### config.mk
export PLATFORM = sky130hd
export DESIGN_NAME = memory_bus_arbiter
export DESIGN_NICKNAME = d
export VERILOG_FILES = /design/src/rtl/memory_bus_arbiter_pkg.sv /design/src/rtl/memory_bus_arbiter.sv
export SDC_FILE = /design/constraint.sdc
export NUM_CORES = 1
export LEC_CHECK = 0
export BUFFER_PORTS_ARGS = -buffer_cell sky130_fd_sc_hd__buf_2
export CORE_AREA = 2 2 121 123
export DETAILED_ROUTE_END_ITERATION = 8
export DIE_AREA = 0 0 123 125
export HOLD_SLACK_MARGIN = 0.05
export PLACE_DENSITY = 0.48
export SKIP_CTS_REPAIR_TIMING = 1
export SLEW_MARGIN = 5
export SYNTH_ARGS = -nofsm -noshare
export SYNTH_HDL_FRONTEND = slang
export SYNTH_SLANG_ARGS = --single-unit
### constraint.sdc
create_clock -name MCLK -period 2 [get_ports MCLK]
set_clock_uncertainty 0.05 [all_clocks]
set_input_delay 0.3 -clock MCLK [delete_from_list [all_inputs] [get_ports MCLK]]
set_output_delay 0.3 -clock MCLK [all_outputs]
set_load 0.02 [all_outputs]
### src/rtl/memory_bus_arbiter_pkg.sv
// Shared definitions for the memory bus arbiter: owner encodings,
// last-served encodings and the default burst limit.
package memory_bus_arbiter_pkg;

  localparam logic [1:0] ST_IDLE = 2'd0;
  localparam logic [1:0] ST_CORE = 2'd1;
  localparam logic [1:0] ST_DMA  = 2'd2;

  localparam logic SERVED_CORE = 1'b0;
  localparam logic SERVED_DMA  = 1'b1;

  localparam int MAX_BURST_DEFAULT = 8;

endpackage

### src/rtl/memory_bus_arbiter.sv
// Two-master (core / DMA) arbiter in front of a single memory controller.
// Ownership only changes at a completed transfer. A sequential burst may
// hold the bus for at most MAX_BURST transfers while the other side waits.
// A core LOCK holds the bus regardless of that count.
module memory_bus_arbiter
  import memory_bus_arbiter_pkg::*;
#(
  parameter int MAX_BURST = MAX_BURST_DEFAULT,
  parameter int ADDR_W    = 32
) (
  input  logic              MCLK,
  input  logic              nRESET,
  input  logic              c_nMREQ,
  input  logic              c_SEQ,
  input  logic              c_nRW,
  input  logic              c_nBW,
  input  logic              c_LOCK,
  input  logic [ADDR_W-1:0] c_addr,
  input  logic [ADDR_W-1:0] c_wdata,
  output logic [ADDR_W-1:0] c_rdata,
  output logic              c_nWAIT,
  input  logic              d_req,
  input  logic              d_seq,
  input  logic              d_nRW,
  input  logic              d_nBW,
  input  logic [ADDR_W-1:0] d_addr,
  input  logic [ADDR_W-1:0] d_wdata,
  output logic [ADDR_W-1:0] d_rdata,
  output logic              d_ack,
  output logic              m_nMREQ,
  output logic              m_SEQ,
  output logic              m_nRW,
  output logic              m_nBW,
  output logic [ADDR_W-1:0] m_addr,
  output logic [ADDR_W-1:0] m_wdata,
  input  logic [ADDR_W-1:0] m_rdata,
  input  logic              m_nWAIT,
  output logic [1:0]        owner
);

  localparam int              CNT_W   = $clog2(MAX_BURST + 1);
  localparam logic [CNT_W-1:0] MAX_CNT = CNT_W'(MAX_BURST);

  logic [1:0]       state, state_n;
  logic [CNT_W-1:0] count, count_n, count_inc;
  logic             last_served, served_n;
  logic             core_req, dma_req, sel_core;

  // Burst counter increment that sticks at the limit.
  function automatic logic [CNT_W-1:0] sat_inc(input logic [CNT_W-1:0] v);
    return (v >= MAX_CNT) ? v : v + 1'b1;
  endfunction

  assign core_req  = ~c_nMREQ;
  assign dma_req   = d_req;
  assign count_inc = sat_inc(count);

  // Next owner, burst count and last-served. Nothing moves while the
  // owner's transfer is stalled by m_nWAIT=0; an owner that has dropped
  // its request has nothing outstanding, so it can be released at once.
  always_comb begin
    state_n  = state;
    count_n  = count;
    served_n = last_served;
    case (state)
      ST_IDLE: begin
        count_n = '0;
        if (core_req && (!dma_req || last_served == SERVED_DMA)) begin
          state_n  = ST_CORE;
          served_n = SERVED_CORE;
        end else if (dma_req) begin
          state_n  = ST_DMA;
          served_n = SERVED_DMA;
        end
      end
      ST_CORE: begin
        if (!core_req) begin
          count_n = '0;
          if (dma_req) begin
            state_n  = ST_DMA;
            served_n = SERVED_DMA;
          end else begin
            state_n = ST_IDLE;
          end
        end else if (m_nWAIT) begin
          if ((c_SEQ && count_inc < MAX_CNT) || c_LOCK || !dma_req) begin
            count_n = count_inc;
          end else begin
            state_n  = ST_DMA;
            served_n = SERVED_DMA;
            count_n  = '0;
          end
        end
      end
      ST_DMA: begin
        if (!dma_req) begin
          count_n = '0;
          if (core_req) begin
            state_n  = ST_CORE;
            served_n = SERVED_CORE;
          end else begin
            state_n = ST_IDLE;
          end
        end else if (m_nWAIT) begin
          if ((d_seq && count_inc < MAX_CNT) || !core_req) begin
            count_n = count_inc;
          end else begin
            state_n  = ST_CORE;
            served_n = SERVED_CORE;
            count_n  = '0;
          end
        end
      end
      default: begin
        state_n = ST_IDLE;
        count_n = '0;
      end
    endcase
  end

  // Arbiter state registers; reset drops any transfer in flight.
  always_ff @(posedge MCLK or negedge nRESET) begin
    if (!nRESET) begin
      state       <= ST_IDLE;
      count       <= '0;
      last_served <= SERVED_DMA;
    end else begin
      state       <= state_n;
      count       <= count_n;
      last_served <= served_n;
    end
  end

  // In IDLE the qualifiers/address keep following whichever master was
  // served last, so the memory side does not see needless toggling.
  assign sel_core = (state == ST_CORE) ||
                    (state == ST_IDLE && last_served == SERVED_CORE);

  // Memory-side mux; only the owner can assert a request.
  always_comb begin
    m_nMREQ = 1'b1;
    if (state == ST_CORE)     m_nMREQ = c_nMREQ;
    else if (state == ST_DMA) m_nMREQ = ~d_req;
    m_SEQ   = sel_core ? c_SEQ   : d_seq;
    m_nRW   = sel_core ? c_nRW   : d_nRW;
    m_nBW   = sel_core ? c_nBW   : d_nBW;
    m_addr  = sel_core ? c_addr  : d_addr;
    m_wdata = sel_core ? c_wdata : d_wdata;
  end

  // Core stall: follows memory while owning, stalls a pending request
  // otherwise; reset releases the core immediately.
  always_comb begin
    c_nWAIT = 1'b1;
    if (!nRESET)                c_nWAIT = 1'b1;
    else if (state == ST_CORE)  c_nWAIT = m_nWAIT;
    else if (!c_nMREQ)          c_nWAIT = 1'b0;
  end

  assign d_ack   = (state == ST_DMA) && d_req && m_nWAIT;
  assign c_rdata = m_rdata;
  assign d_rdata = m_rdata;
  assign owner   = state;

endmodule
# Word level (Yosys, flattened, before mapping)
# Index checks and enable logic that the tools add are counted.
op_classes:
  n_reduce_logical: 17
  mux: 39
  n_eq_ne: 8
  n_addsub: 1
  magnitude_cmp: 2
  n_bitwise: 3
ops:
  columns: ["operator", "n"]
  rows:
  - ["$mux W32", 2]
  - ["$mux W4", 7]
  - ["$mux W1", 18]
  - ["$mux W2", 9]
  - ["$ne A3 B3 Y1 const B", 6]
  - ["$pmux W4 S2", 1]
  - ["$logic_and A1 B1 Y1", 6]
  - ["$pmux W2 S3", 1]
  - ["$reduce_and A6 Y1", 1]
  - ["$logic_or A1 B1 Y1", 5]
  - ["$reduce_and A5 Y1", 1]
  - ["$add A4 B1 Y4 const B", 1]
  - ["$ge A4 B4 Y1 const B", 1]
  - ["$lt A4 B4 Y1 const B", 1]
  - ["$not A1 Y1", 3]
  - ["$pmux W1 S3", 1]
  - ["$reduce_bool A3 Y1", 1]
  - ["$eq A2 B1 Y1 const B", 1]
  - ["$eq A2 B2 Y1 const B", 1]
  - ["$logic_not A2 Y1", 1]
  - ["$reduce_and A2 Y1", 1]
  - ["$logic_not A1 Y1", 1]
totals:
  out_inout_bits: 136
  register_bits: 7
  elab_cells: 73

# Logic depth before layout (Yosys ltp)
depth:
  word_depth: 10
  mapped_depth: 8
  depth_no_buf: 7

# Worst setup path after synthesis
# Ideal clock, no wire load.
synth_timing:
  kind: "flip-flop to output port"
  start: "reg state[1] (netlist: owner[1])"
  end: "out m_wdata[10]"
  t_arrival_ns: 1.989
  n_path_buf: 3
  slack_ns: -0.339
  stages_incl_launch_ff: 8
  path_cell_list: "dfrtp_1 > inv_1 > ha_1 > buf_2 > a21oi_1 > buf_2 > buf_2 > mux2_1"
synth_via:
  elab_chain_cells: 4
  elab_cells_between_ends: 5
  classes_between: "eq/ne: 1; mux: 1; reduce/logical: 3"
synth_lines:
  columns: ["element", "line_no", "source"]
  rows:
  - ["start: declaration", "memory_bus_arbiter.sv:44", "logic [1:0] state, state_n;"]
  - ["start signal: assignment", "memory_bus_arbiter.sv:128", "state <= state_n;"]
  - ["$logic_not A2 Y1", "memory_bus_arbiter.sv:137", "(state == ST_IDLE && last_served == SERVED_CORE);"]
  - ["$logic_and A1 B1 Y1", "memory_bus_arbiter.sv:137", null]
  - ["$logic_or A1 B1 Y1 *", "memory_bus_arbiter.sv:136", "assign sel_core = (state == ST_CORE) ||"]
  - ["$mux W32 *", "memory_bus_arbiter.sv:148", "m_wdata = sel_core ? c_wdata : d_wdata;"]
  - ["end: declaration", "memory_bus_arbiter.sv:35", "output logic [ADDR_W-1:0] m_wdata,"]
# Every way passes the cells marked *; elsewhere a longest branch is shown, timed or not.

# Worst setup path after layout
layout_timing:
  start: "reg state[0] (netlist: owner[0])"
  end: "out m_addr[28]"
layout_via:
  elab_chain_cells: 4
  elab_cells_between_ends: 5
  classes_between: "eq/ne: 1; mux: 1; reduce/logical: 3"
layout_lines:
  columns: ["element", "line_no", "source"]
  rows:
  - ["$logic_not A2 Y1", "memory_bus_arbiter.sv:137", null]
  - ["$logic_and A1 B1 Y1", "memory_bus_arbiter.sv:137", null]
  - ["$logic_or A1 B1 Y1 *", "memory_bus_arbiter.sv:136", null]
  - ["$mux W32 *", "memory_bus_arbiter.sv:147", "m_addr = sel_core ? c_addr : d_addr;"]
  - ["end: declaration", "memory_bus_arbiter.sv:34", "output logic [ADDR_W-1:0] m_addr,"]
# Marks and branches as above.

==> impl_summary.txt <==
----------------------------------------------------
[Routing]
  Met3 layer wire length in the routed design ... a little over 700 um
  Initial drt markers ... 27
  Wire length after detailed routing ... 8580 um
  Wire length on met2 ... 4130 um
  Met1 wire length ... 3660 um
  Vias post-DR ... 2183
  Final ANT Viol Nets ... 0
  Drt first pass iters ... 3
  DR WL/cell ... 15.3 um
  Number of remaining DRC errors ... 0
  Ratio of routed vias to standard cells ... approximately 4
  Highest Signal Layer ... met4

[Synthesis]
  Total number of yosys warnings ... 0
  Share of the synthesized area in the top cell type ... between 20 and 30%
  Most instantiated library cell after synthesis ... sky130_fd_sc_hd__buf_4
  Synth top area cells ... sky130_fd_sc_hd__buf_4 26%, sky130_fd_sc_hd__mux2_1 22%, sky130_fd_sc_hd__mux2_2 18%, sky130_fd_sc_hd__dfrtp_1 8.0%, sky130_fd_sc_hd__ha_1 4.0%
  Register bit total from synthesis ... 7
  Average footprint of a synthesized cell ... 9.07 sq um
  Syn Inst Count ... roughly 210
  Top FF cell, synth ... sky130_fd_sc_hd__dfrtp_1
  Async set or reset register ratio after synthesis ... 100%
  Net count after synthesis ... 385
  Count of flip-flops with a built-in enable after synthesis ... 0
  Cell type with the highest aggregate area in the netlist ... sky130_fd_sc_hd__buf_4
  Cell area after technology mapping ... ~0.0019 sq mm
  Commonest cells in the netlist ... 64 x sky130_fd_sc_hd__buf_4, 37 x sky130_fd_sc_hd__mux2_1, 30 x sky130_fd_sc_hd__mux2_2
  Register area share after synthesis ... a little under a tenth
  Number of distinct library cells after synthesis ... 34

[Floorplan]
  Die area ... 0.0154 sq mm
  Die span in y ... 125 um
  Horizontal die dimension ... 123 um
  Starting Density ... roughly an eighth
  Core Rows ... 44
  Number of ports placed on the die boundary ... 308
  Core Region ... 0.0142 sq mm

[Worst setup path]
  Depth of the worst register-to-register path ... 8
  Largest stage delay on the critical path ... 0.40 ns
  Crit path required time ... 1.65 ns
  Arrival time of the worst setup path ... between 1.5 and 2 ns
  Critical path endpoint category ... primary output
  Chain of cells forming the critical path ... inv_2 > ha_4 > a21oi_4 > buf_12 > clkbuf_16 > mux2_4 > buf_6
  Crit Path Category ... register to primary output
  CP max FO ... 8
  Cell with the biggest individual delay on the critical path ... sky130_fd_sc_hd__dfrtp_2
  Type of origin of the critical path ... register

[Global routing]
  Largest net degree at the start of global routing ... 38
  First-pass GRT wire length ... 9670 um
  Total congestion overflow after global routing ... 0
  Overall Global Routing Usage ... 7.85%
  Vias in the first global route ... 1963
  Initial antenna violation count ... 0

[Placed design]
  Area post-placement ... roughly 0.0029 sq mm
  Minimum setup slack after placement ... -0.0172 ns
  Placer Congestion ... 0.804
  Cell Count Post-Placement ... between 500 and 600
  Count of port buffers added during placement ... 211
  Half-perimeter wire length after detailed placement ... just over 6000 um

[Layout]
  Number of non-filler instances in the completed layout ... 562
  Antenna diode count ... 0
  Nets ... 557
  Synthesis-to-layout area growth ... 104%
  Share of final-layout standard cells stronger than drive strength 1 ... between 80% and 90%
  Total non-filler cell area in the finished layout ... ~0.0038 sq mm
  Final cell utilization of the core ... between 20% and 30%

[Pwr]
  Max rail drop VDD ... 757 uV
  Final total power ... around 6.5 mW
  Power per unit of standard cell area ... roughly 1700 mW/mm^2
  Static leakage ... 2.07 nW

[Clock network]
  CTS Sinks ... 7
  Number of buffers added by the clock tree synthesis step ... 3
  H-tree depth ... 1
  Register clock-pin slew on the reported worst setup and hold paths ... about 0.04 ns
  Clock latency of the later-clocked register in the worst-skew pair ... ~0.24 ns
  Clock tree root buffer cell ... sky130_fd_sc_hd__clkbuf_16
  Bufs on Longest Clock Path ... 2
  TritonCTS clock tree ... yes

[Flow run]
  Reported max-cap violation count ... 0

[Timing]
  Max Clk Rate ... roughly 450 MHz
  Post-route fraction of the period consumed by the critical path ... 111%
  Max-slew violation count ... 0
  Final count of negative-setup-slack endpoints ... 69
  Worst hold slack ... 0.365 ns
  Unrepaired setup endpoints after global routing ... yes
  Minimum period implied by the final worst setup slack ... 2.22 ns
  Total negative slack ... -13.24 ns
  Total count of hold-check failures in the final report ... 0
  Max-slew headroom at the worst pin ... between 80% and 90%
  Worst-case setup margin in the final layout ... -0.222 ns
  Slew at the pin with the worst max-slew slack ... 0.284 ns

[Min path]
  Worst Hold Path Cells ... 3
  HP Class ... input port to register

[Run status]
  Violations in the final reports ... negative setup slack
  Result of the run ... finished, violations left

----------------------------------------------------
critical path: cells and delay by family, from the launching register on:
kind	cells	cell delay (ns)
compound gates	1	0.20
fa+ha+maj	1	0.17
buf+inv	4	0.55
flops	1	0.40
mux	1	0.31
final cells by class:
type | count | area [sq um]
well taps | 184 | 230
flip-flops and latches | 7 | 179
repair buffers | 239 | 1860
clock buffers | 4 | 78.8
inverters | 8 | 30.0
multi-input cells | 120 | 1450
fillers | 1519 | 10400
final timing paths:
check	startpoint	endpoint	slack, ns
max in group asynchronous	nRESET	last_served$_DFFE_PN1P_	1.28
min in group asynchronous	nRESET	owner[0]$_DFFE_PN0P_	0.38
worst max register to register	owner[0]$_DFFE_PN0P_	owner[1]$_DFFE_PN0P_	-0.04
worst min-delay path	m_nWAIT	count[3]$_DFFE_PN0P_	0.37
worst min register to register	count[2]$_DFFE_PN0P_	count[2]$_DFFE_PN0P_	0.46
worst max-delay path	owner[0]$_DFFE_PN0P_	m_addr[28]	-0.22
routing by layer:
layer / vias up / global-route usage (%)
li1: 1006 / -
met1: 1046 / 9.98
met2: 114 / 13.3
met3: 17 / 1.78
met4: 0 / 1.94
met5: - / 0
registers in the layout (all words and copies together) (netlist names):
| name | count |
|---|---|
| count | 4 |
| owner | 2 |
| last_served | 1 |
kinds of logic after synthesis:
logic type | count (synthesis) | synth area share (%)
AO/OA/AOI/OAI | 26 | 9.40
adder cells (fa/ha/maj) | 6 | 4.00
buffers and inverters | 80 | 29.3
flip-flops | 7 | 9.40
multiplexers | 69 | 41.5
AND/OR/NAND/NOR | 19 | 6.33
power by group:
group / switching (mW) / total, mW / internal (mW)
Sequential: 0.0379 / 0.233 / 0.195
Clock: 0.0843 / 0.350 / 0.266
Combinational: 2.53 / 5.93 / 3.41
layout by cell type (no fill, tap or decap), types with 5 or more instances in the layout:
master                      Yosys  layout
sky130_fd_sc_hd__a21oi_1        8       7
sky130_fd_sc_hd__buf_2          8     148
sky130_fd_sc_hd__buf_4         64      13
sky130_fd_sc_hd__buf_6          0      64
sky130_fd_sc_hd__clkbuf_16      0       9
sky130_fd_sc_hd__inv_1          8       6
sky130_fd_sc_hd__mux2_4         1      64
sky130_fd_sc_hd__nor2b_1        5       5
Note: power is estimated with default switching activity, not from simulation.
